`src/rtl/hazard_ctrl_unit.sv`:
```
// hazard_ctrl_unit: 5-stage MIPS hazard unit with EX forwarding, load-use stall and branch flush FSM.
// Ports: clk/rst_n (async active-low); rs_d/rt_d ID sources; rs_e/rt_e/dst_e/mem_to_reg_e EX info;
// rd_m/rd_w/reg_write_m/reg_write_w writeback info; branch_m/zero_m branch resolve; ext_stall freeze;
// fwd_a_e/fwd_b_e operand selects; stall_f/stall_d/flush_d/flush_e pipeline controls.
// Define HAZARD_PERF_CNT_EN to add stall_cnt/flush_cnt saturating performance counters.
module hazard_ctrl_unit #(
  parameter int REG_AW = 5,
  parameter int LOAD_LAT = 1,
  parameter int FLUSH_CYCLES = 1,
  parameter int CNT_W = 16
) (
  input  logic              clk,
  input  logic              rst_n,
  input  logic [REG_AW-1:0] rs_d,
  input  logic [REG_AW-1:0] rt_d,
  input  logic [REG_AW-1:0] rs_e,
  input  logic [REG_AW-1:0] rt_e,
  input  logic [REG_AW-1:0] dst_e,
  input  logic              mem_to_reg_e,
  input  logic [REG_AW-1:0] rd_m,
  input  logic [REG_AW-1:0] rd_w,
  input  logic              reg_write_m,
  input  logic              reg_write_w,
  input  logic              branch_m,
  input  logic              zero_m,
  input  logic              ext_stall,
  output logic [1:0]        fwd_a_e,
  output logic [1:0]        fwd_b_e,
  output logic              stall_f,
  output logic              stall_d,
  output logic              flush_d,
  output logic              flush_e
`ifdef HAZARD_PERF_CNT_EN
  ,
  output logic [CNT_W-1:0]  stall_cnt,
  output logic [CNT_W-1:0]  flush_cnt
`endif
);
  localparam int MX = LOAD_LAT > FLUSH_CYCLES ? LOAD_LAT : FLUSH_CYCLES;
  localparam int CW = $clog2(MX + 1);
  localparam logic [1:0] IDLE = 2'd0, LOAD_WAIT = 2'd1, FLUSH = 2'd2;
  logic [1:0] state, state_nx;
  logic [CW-1:0] cnt, cnt_nx;
  logic bt, lu, sf, fd, fe;
  logic [1:0] fa, fb;
  assign bt = branch_m && zero_m;
  assign lu = mem_to_reg_e && dst_e != '0 && (dst_e == rs_d || dst_e == rt_d);
  assign fa = (reg_write_m && rd_m != '0 && rd_m == rs_e) ? 2'b01 :
              (reg_write_w && rd_w != '0 && rd_w == rs_e) ? 2'b10 : 2'b00;
  assign fb = (reg_write_m && rd_m != '0 && rd_m == rt_e) ? 2'b01 :
              (reg_write_w && rd_w != '0 && rd_w == rt_e) ? 2'b10 : 2'b00;
  always_comb begin
    state_nx = state;
    cnt_nx = cnt;
    sf = 1'b0;
    fd = 1'b0;
    fe = 1'b0;
    if (bt) begin
      fd = 1'b1;
      fe = 1'b1;
      state_nx = FLUSH_CYCLES > 1 ? FLUSH : IDLE;
      cnt_nx = CW'(FLUSH_CYCLES - 1);
    end else if (ext_stall) begin
      sf = 1'b1;
    end else if (state == FLUSH) begin
      fd = 1'b1;
      fe = 1'b1;
      state_nx = cnt == CW'(1) ? IDLE : FLUSH;
      cnt_nx = cnt - CW'(1);
    end else if (state == LOAD_WAIT) begin
      sf = 1'b1;
      fe = 1'b1;
      state_nx = cnt == CW'(1) ? IDLE : LOAD_WAIT;
      cnt_nx = cnt - CW'(1);
    end else if (lu) begin
      sf = 1'b1;
      fe = 1'b1;
      state_nx = LOAD_LAT > 1 ? LOAD_WAIT : IDLE;
      cnt_nx = CW'(LOAD_LAT - 1);
    end
  end
  always_ff @(posedge clk or negedge rst_n) begin
    if (!rst_n) begin
      state <= IDLE;
      cnt <= '0;
    end else begin
      state <= state_nx;
      cnt <= cnt_nx;
    end
  end
  // Outputs are forced low while reset is held so the clear is visible without a clock edge.
  assign fwd_a_e = rst_n ? fa : 2'b00;
  assign fwd_b_e = rst_n ? fb : 2'b00;
  assign stall_f = rst_n & sf;
  assign stall_d = rst_n & sf;
  assign flush_d = rst_n & fd;
  assign flush_e = rst_n & fe;
`ifdef HAZARD_PERF_CNT_EN
  // A load-use stall is the only case where stall and bubble are raised together.
  always_ff @(posedge clk or negedge rst_n) begin
    if (!rst_n) begin
      stall_cnt <= '0;
      flush_cnt <= '0;
    end else begin
      if (sf && fe && stall_cnt != '1) stall_cnt <= stall_cnt + 1'b1;
      if (bt && flush_cnt != '1) flush_cnt <= flush_cnt + 1'b1;
    end
  end
`endif
endmodule
```
`config.mk`:
```
export PLATFORM = sky130hd
export DESIGN_NAME = hazard_ctrl_unit
export DESIGN_NICKNAME = d
export VERILOG_FILES = /design/src/rtl/hazard_ctrl_unit.sv
export SDC_FILE = /design/constraint.sdc
export NUM_CORES = 1
export LEC_CHECK = 0
export CAP_MARGIN = 20
export CORE_UTILIZATION = 32
export CTS_BUF_LIST = sky130_fd_sc_hd__clkbuf_16
export CTS_CLUSTER_DIAMETER = 150
export CTS_CLUSTER_SIZE = 40
export DETAILED_ROUTE_END_ITERATION = 8
export PLACE_DENSITY = 0.82
export SLEW_MARGIN = 20
export SYNTH_ARGS = -nofsm -noshare
export SYNTH_HDL_FRONTEND = slang
export SYNTH_SLANG_ARGS = --single-unit
```
`constraint.sdc`:
```
create_clock -name clk -period 2.1 [get_ports clk]
set_clock_uncertainty 0.05 [all_clocks]
set_input_delay 0.315 -clock clk [delete_from_list [all_inputs] [get_ports clk]]
set_output_delay 0.315 -clock clk [all_outputs]
set_load 0.01 [all_outputs]
```
==> results of run 1 <==
## registers in the layout (all words and copies together) (netlist names)
name / flops
state: 2
cnt: 1
## power groups by stage
stage                     registers, µW  clock network [µW]  logic, µW
after floorplan                    58.9                   0       70.1
after global placement             58.9                   0        223
after detailed placement           58.9                   0        228
after CTS                          58.2                 304        230
after global routing               58.2                 313        256
final                              58.2                 302        241
## cell usage in the layout, fill, tap and decap left out, types with 4 or more instances in the layout
cell and count:
and2_1 4, buf_4 28, xor2_1 12, dlygate4sd2_1 13
buf_2 9, clkdlybuf4s50_1 23, xnor2_1 18, inv_1 6
nand3_1 8, nand2_1 4
## layer usage
metal / track usage / vias to the layer above
met5: 0 / -
li1: - / 462
met4: 0.1059 / 0
met3: 0.05882 / 3
met1: 0.2256 / 405
met2: 0.4750 / 53
## per-stage QoR
step | power, µW | hold WS, ns | util
5_1_grt | 627.1 | 0.09904 | 0.8302
4_1_cts | 592.7 | 0.09285 | 0.8119
6_report | 601.1 | 0.1030 | 0.8302
3_3_place_gp | 281.6 | 0.4872 | 0.7572
2_1_floorplan | 129.0 | -0.03059 | -
3_5_place_dp | 286.6 | 0.5116 | 0.7572
## final timing paths
| kind | endpoint |
|---|---|
| min in group clk | state[1] |
| worst min-delay path | state[1] |
| max in group asynchronous | cnt |
| worst max-delay path | fwd_a_e[0] |
| worst max register to register | cnt |
| worst min register to register | state[1] |
## layout make-up
class	instances	share of cell area
inverters	5	0.01268
repair buffers	80	0.4514
clock inverters	1	0.002536
well taps	25	0.02113
multi-input cells	73	0.4108
flip-flops and latches	3	0.05072
clock buffers	3	0.05072
## logic make-up after synthesis
group | after synthesis | synth area share
AO/OA/AOI/OAI | 14 | 0.1488
XOR/XNOR | 30 | 0.4167
adder cells (fa/ha/maj) | 2 | 0.03968
buffers and inverters | 6 | 0.04167
flip-flops | 3 | 0.1190
AND/OR/NAND/NOR | 27 | 0.2341
## repair_timing
action                     4_1_cts  5_1_grt
resized for setup               74        9
pin swaps                       13        8
setup buffers                    3        2
setup endpoints to repair        8        6
==> metrics.md, run 1 <==
| Metric | Value |
|---|---|
| Leakage power | `roughly 0.00064 µW` |
| Average size of a mapped cell | `7.690 µm²` |
| Combinational fraction of design power | `0.400` |
| NetSw | `between 150 and 200 µW` |
| WS Path Type | `in2out` |
| Crit path DAT | `1.72 ns` |
| Crit-path cells | `clkdlybuf4s50_1, xnor2_1, nand3_1, nor4_4, and2_1, buf_2` |
| R2R Setup Slk | `between 0.6 and 0.7 ns` |
| Filler cells | `about 110` |
| Hold Buf Count CTS | `0` |
| Top-count cell post-synth | `xnor2_1` |
| Post-Place Cells | `between 150 and 200` |
| Post-synth top cells | `xnor2_1 (18), xor2_1 (12), nand3_1 (8)` |
| Hpwl dp | `just under 2 mm` |
| Layout cells sized above 1 | `0.3333` |
| R2R cell count | `5` |
| Yosys reg bits | `3` |
| Syn_nets | `127` |
| Worst-path clk slew | `approximately 0.030 ns` |
| Internal power | `between 400 and 500 µW` |
| VDD IR-drop max | `0.0003049 V` |
| Chip height | `~46 µm` |
| Drt first pass iters | `4` |
| Top post-synthesis cells by area | `xnor2_1 (25%), xor2_1 (17%), dfrtp_1 (12%), nand3_1 (6.3%), or4_1 (4.8%)` |
| Synth top area share | `0.2500` |
| Detailed Route WL | `between 2 and 3 mm` |
| Ys async rst share | `1.000` |
| Vias in the first global route | `approximately 900` |
| Design Area, Final | `between 1000 and 1500 µm²` |
| Fmax | `between 0.4 and 0.5 GHz` |
| Post-synth EDFFs | `0` |
| Crit path launch | `rs_e[2]` |
| Pwr dens | `406.1 nW/µm²` |
| CP Capture Type | `primary output` |
| Clk_lat worst skew | `approximately 0.23 ns` |
| FF/Latch Area | `around 75 µm²` |
| Max_cap viols | `0` |
| Crit-path max FO | `2` |
| Avg WL per Cell | `~13 µm` |
| Dominant cell type by area after synthesis | `xnor2_1` |
| Residual DRC count | `0` |
| Status | `complete, no violations` |
| Vias after detailed routing | `between 900 and 1k` |
| Sequential Power Share | `0.097` |
| Mapped Area | `630.6 µm²` |
| # diodes | `0` |
| Max stage delay on crit path | `between 0.4 and 0.5 ns` |
| 1st-iter DRT viols | `15` |
| Boundary pin count | `just over 50` |
| Met3 WL | `around 220 µm` |
| Worst-margin pin slew | `about 0.3 ns` |
| Final nets | `between 200 and 250` |
| Area occupied by multi-input gates | `approximately 610 µm²` |
| Worst flop-to-flop path startpoint | `state[0]` |
| Setup TNS | `0 ns` |
| First-pass GRT wire length | `between 3 and 4 mm` |
| Worst setup SP type | `primary input` |
| Clock Tree Root | `clkbuf_16` |
| Fin. max-slew vios | `0` |
| Antenna violations before repair | `0` |
| Row count | `15` |
| Pre-CTS setup slack | `-0.8344 ns` |
| CTS Buf Count | `3` |
| Initial core utilization | `0.3537` |
| CTS Sinks | `3` |
| Switching Share | `0.2547` |
| Die width | `46.39 µm` |
| Overall routing resource usage | `0.2408` |
| CP Data Required Time | `between 1.5 and 2 ns` |
| Pin count of the biggest net entering global routing | `10` |
| Routed wl met2 | `1.241 mm` |
| Critical path depth | `6` |
| Synthesis Warnings | `0` |
| Final Critical Period | `~2.1 ns` |
| Final std cells w/o fill | `190` |
| Register area share after synthesis | `0.1190` |
| Core ar. | `around 1800 µm²` |
| Commonest register cell after synthesis | `dfrtp_1` |
| Gpl congestion | `~0.84` |
| Vias/cell | `a little under 5` |
| Crit-path slowest cell | `clkdlybuf4s50_1` |
| Clock share of power | `0.503` |
| GR Overflow Total | `0` |
| WL met1 | `around 1.0 mm` |
| Final worst slack | `~0.016 ns` |
| Final Cycle Share | `0.9922` |
| Hold crit path type | `in2async` |
| Post-DP Area | `~1400 µm²` |
| CP delay by family, top | `buffers and inverters` |
| Final setup fails | `0` |
| Max clock buf depth | `2` |
| H-tree Lvls | `1` |
| DR top layer | `met4` |
| Area Overhead vs Synth | `134.7%` |
| CTS tree | `built` |
| Cell count after synthesis | `82` |
| ANT nets after route | `0` |
| IO buf count | `50` |
| Synth cell types | `22` |
| Die footprint | `around 2200 µm²` |
| Relative slew margins | `0.7978` |
| CP bufs+invs | `2` |
| Final hold violations | `0` |
| RSZ-0062 raised after global routing | `true` |
(Power assumes the default switching activity.)
==> run 2, diff against run 1 <==
- TNS_END_PERCENT: default -> 5
==> metrics.md, run 2 (synthesis results as in run 1) <==
| Metric | Value |
|---|---|
| RR Endpoint | `state[1]` |
| Crit path launch | `rd_w[1]` |
| Die footprint | `2152 µm²` |
| IO buf count | `50` |
| CTS Buf Count | `3` |
| Final std cells w/o fill | `between 150 and 200` |
| DR top layer | `met4` |
| Drt first pass iters | `4` |
| Commonest cells after routing, fill and taps aside | `buf_4 (26), clkdlybuf4s50_1 (23), xnor2_1 (18)` |
| Status | `complete, no violations` |
| Gpl congestion | `roughly 0.84` |
| First-pass GRT wire length | `around 3.6 mm` |
| Boundary pin count | `51` |
| H-tree Lvls | `1` |
| Clk_lat worst skew | `around 0.23 ns` |
| R2R cell count | `5` |
| Final Cycle Share | `0.9889` |
| Detailed Route WL | `roughly 2.5 mm` |
| Pwr dens | `just over 400 nW/µm²` |
| Crit path capture | `fwd_a_e[1]` |
| Final setup fails | `0` |
| Final hold violations | `0` |
| Core ar. | `around 1800 µm²` |
| Vias after detailed routing | `934` |
| Setup TNS | `0 ns` |
| Crit path DAT | `roughly 1.7 ns` |
| Pin count of the biggest net entering global routing | `10` |
| Overall routing resource usage | `0.2416` |
| 1st-iter DRT viols | `7` |
| Vias in the first global route | `893` |
| Leakage power | `roughly 0.00063 µW` |
| Commonest non-fill, non-tap cell in the layout | `buf_4` |
| Max clock buf depth | `2` |
| Worst setup SP type | `primary input` |
| Antenna violations before repair | `0` |
| WS Path Type | `in2out` |
| Area Overhead vs Synth | `134.9%` |
| Max_cap viols | `0` |
| ANT nets after route | `0` |
| WL met1 | `roughly 1000 µm` |
| GR Overflow Total | `0` |
| # diodes | `0` |
| Post-Place Cells | `around 180` |
| Vias/cell | `4.942` |
| Final Critical Period | `2.077 ns` |
| Crit-path max FO | `2` |
| Initial core utilization | `0.3537` |
| Worst-path clk slew | `~0.03 ns` |
| Largest regs | `state x2, cnt x1` |
| Core Util, Final | `0.8309` |
| Clock Tree Root | `clkbuf_16` |
| Worst flop-to-flop path startpoint | `state[0]` |
| Hpwl dp | `1.953 mm` |
| CP Data Required Time | `1.74 ns` |
| CP Capture Type | `primary output` |
| Fin. max-slew vios | `0` |
| Largest register FFs | `2` |
| Hold Buf Count CTS | `0` |
| Die width | `~46 µm` |
| R2R Setup Slk | `about 0.67 ns` |
| Relative slew margins | `0.7981` |
| CTS Sinks | `3` |
| Fmax | `0.4815 GHz` |
| Hold crit path type | `in2async` |
| Avg WL per Cell | `between 10 and 15 µm` |
| Layout cells sized above 1 | `0.3110` |
| Residual DRC count | `0` |
| VDD IR-drop max | `0.0003045 V` |
| CTS tree | `built` |
| Biggest register | `state` |
| Worst-margin pin slew | `between 0.2 and 0.3 ns` |
| Final worst slack | `between 0.02 and 0.025 ns` |
| Row count | `15` |
| Fin Hold WS | `0.1072 ns` |
| Final nets | `210` |
| Pre-CTS setup slack | `-0.8344 ns` |
| Met3 WL | `approximately 250 µm` |
| RSZ-0062 raised after global routing | `true` |
| Routed wl met2 | `about 1.3 mm` |
| Chip height | `roughly 46 µm` |
[run 2: cell types whose count changed in the layout (fill, tap and decap cells not counted)]
cell,before,now
clkdlybuf4s15_1,3,5
clkdlybuf4s15_2,0,1
buf_4,28,26
nor3_1,1,2
buf_2,9,8
clkbuf_2,1,0
nor3_2,2,1
[run 2: power breakdown]
group | total (µW) | internal (µW) | leakage, µW | switching [µW]
Combinational | 240 | 143 | 0.000547 | 96.7
Clock | 302 | 246 | 0.0000423 | 56.0
Sequential | 58.2 | 58.2 | 0.0000419 | 0.0000655
Total | 600 | 447 | 0.000632 | 153
[run 2: worst max-delay path, cell delays in order]
cell    delay, ns
buf_2        0.12
buf_6        0.12
xor2_1       0.16
or4_4        0.55
nor4_4       0.28
buf_2        0.17
[run 2: per-stage QoR]
step                      total power [µW]  area (µm²)
final                                600.2        1481
after global routing                 626.0        1481
after CTS                            593.5        1459
after detailed placement             286.6        1350
after global placement               281.6        1350
after floorplan                      129.0       630.6
[run 2: area by class of cell]
class                           count  area (µm²)
Multi-Input combinational cell     73       603.1
Sequential cell                     3       75.07
Inverter                            5       18.77
Clock buffer                        3       75.07
Clock inverter                      1       3.754
Fill cell                         107       301.5
Timing Repair Buffer               79       674.4
Tap cell                           25       31.28
[run 2: routing by layer]
metal / global-route usage / vias to the layer above
li1: - / 463
met1: 0.2256 / 407
met2: 0.4778 / 59
met3: 0.05882 / 5
met4: 0.1059 / 0
met5: 0 / -
[run 2: how the worst min path moves through the flow]
stage                to  cells after the start  slack (ns)
3_3_place_gp   state[1]                      2        0.49
5_1_grt        state[0]                      2         0.1
6_report       state[1]                      2        0.11
4_1_cts        state[1]                      2        0.09
2_1_floorplan       cnt                      0       -0.03
3_5_place_dp   state[1]                      2        0.51
[run 2: repair_timing]
| item | CTS | global route |
|---|---|---|
| setup endpoints to repair | 8 | 8 |
| gates cloned | 0 | 0 |
| buffers inserted | 3 | 0 |
| endpoints found under the hold margin | 0 | 0 |
| resized for setup | 71 | 5 |
| pin swaps | 12 | 5 |
==> run 3, diff against run 2 <==
- ABC_CLOCK_PERIOD_IN_PS: default -> 2100
==> results of run 3 <==
No change in the layout: final DEF, timing and power equal those of run 2.
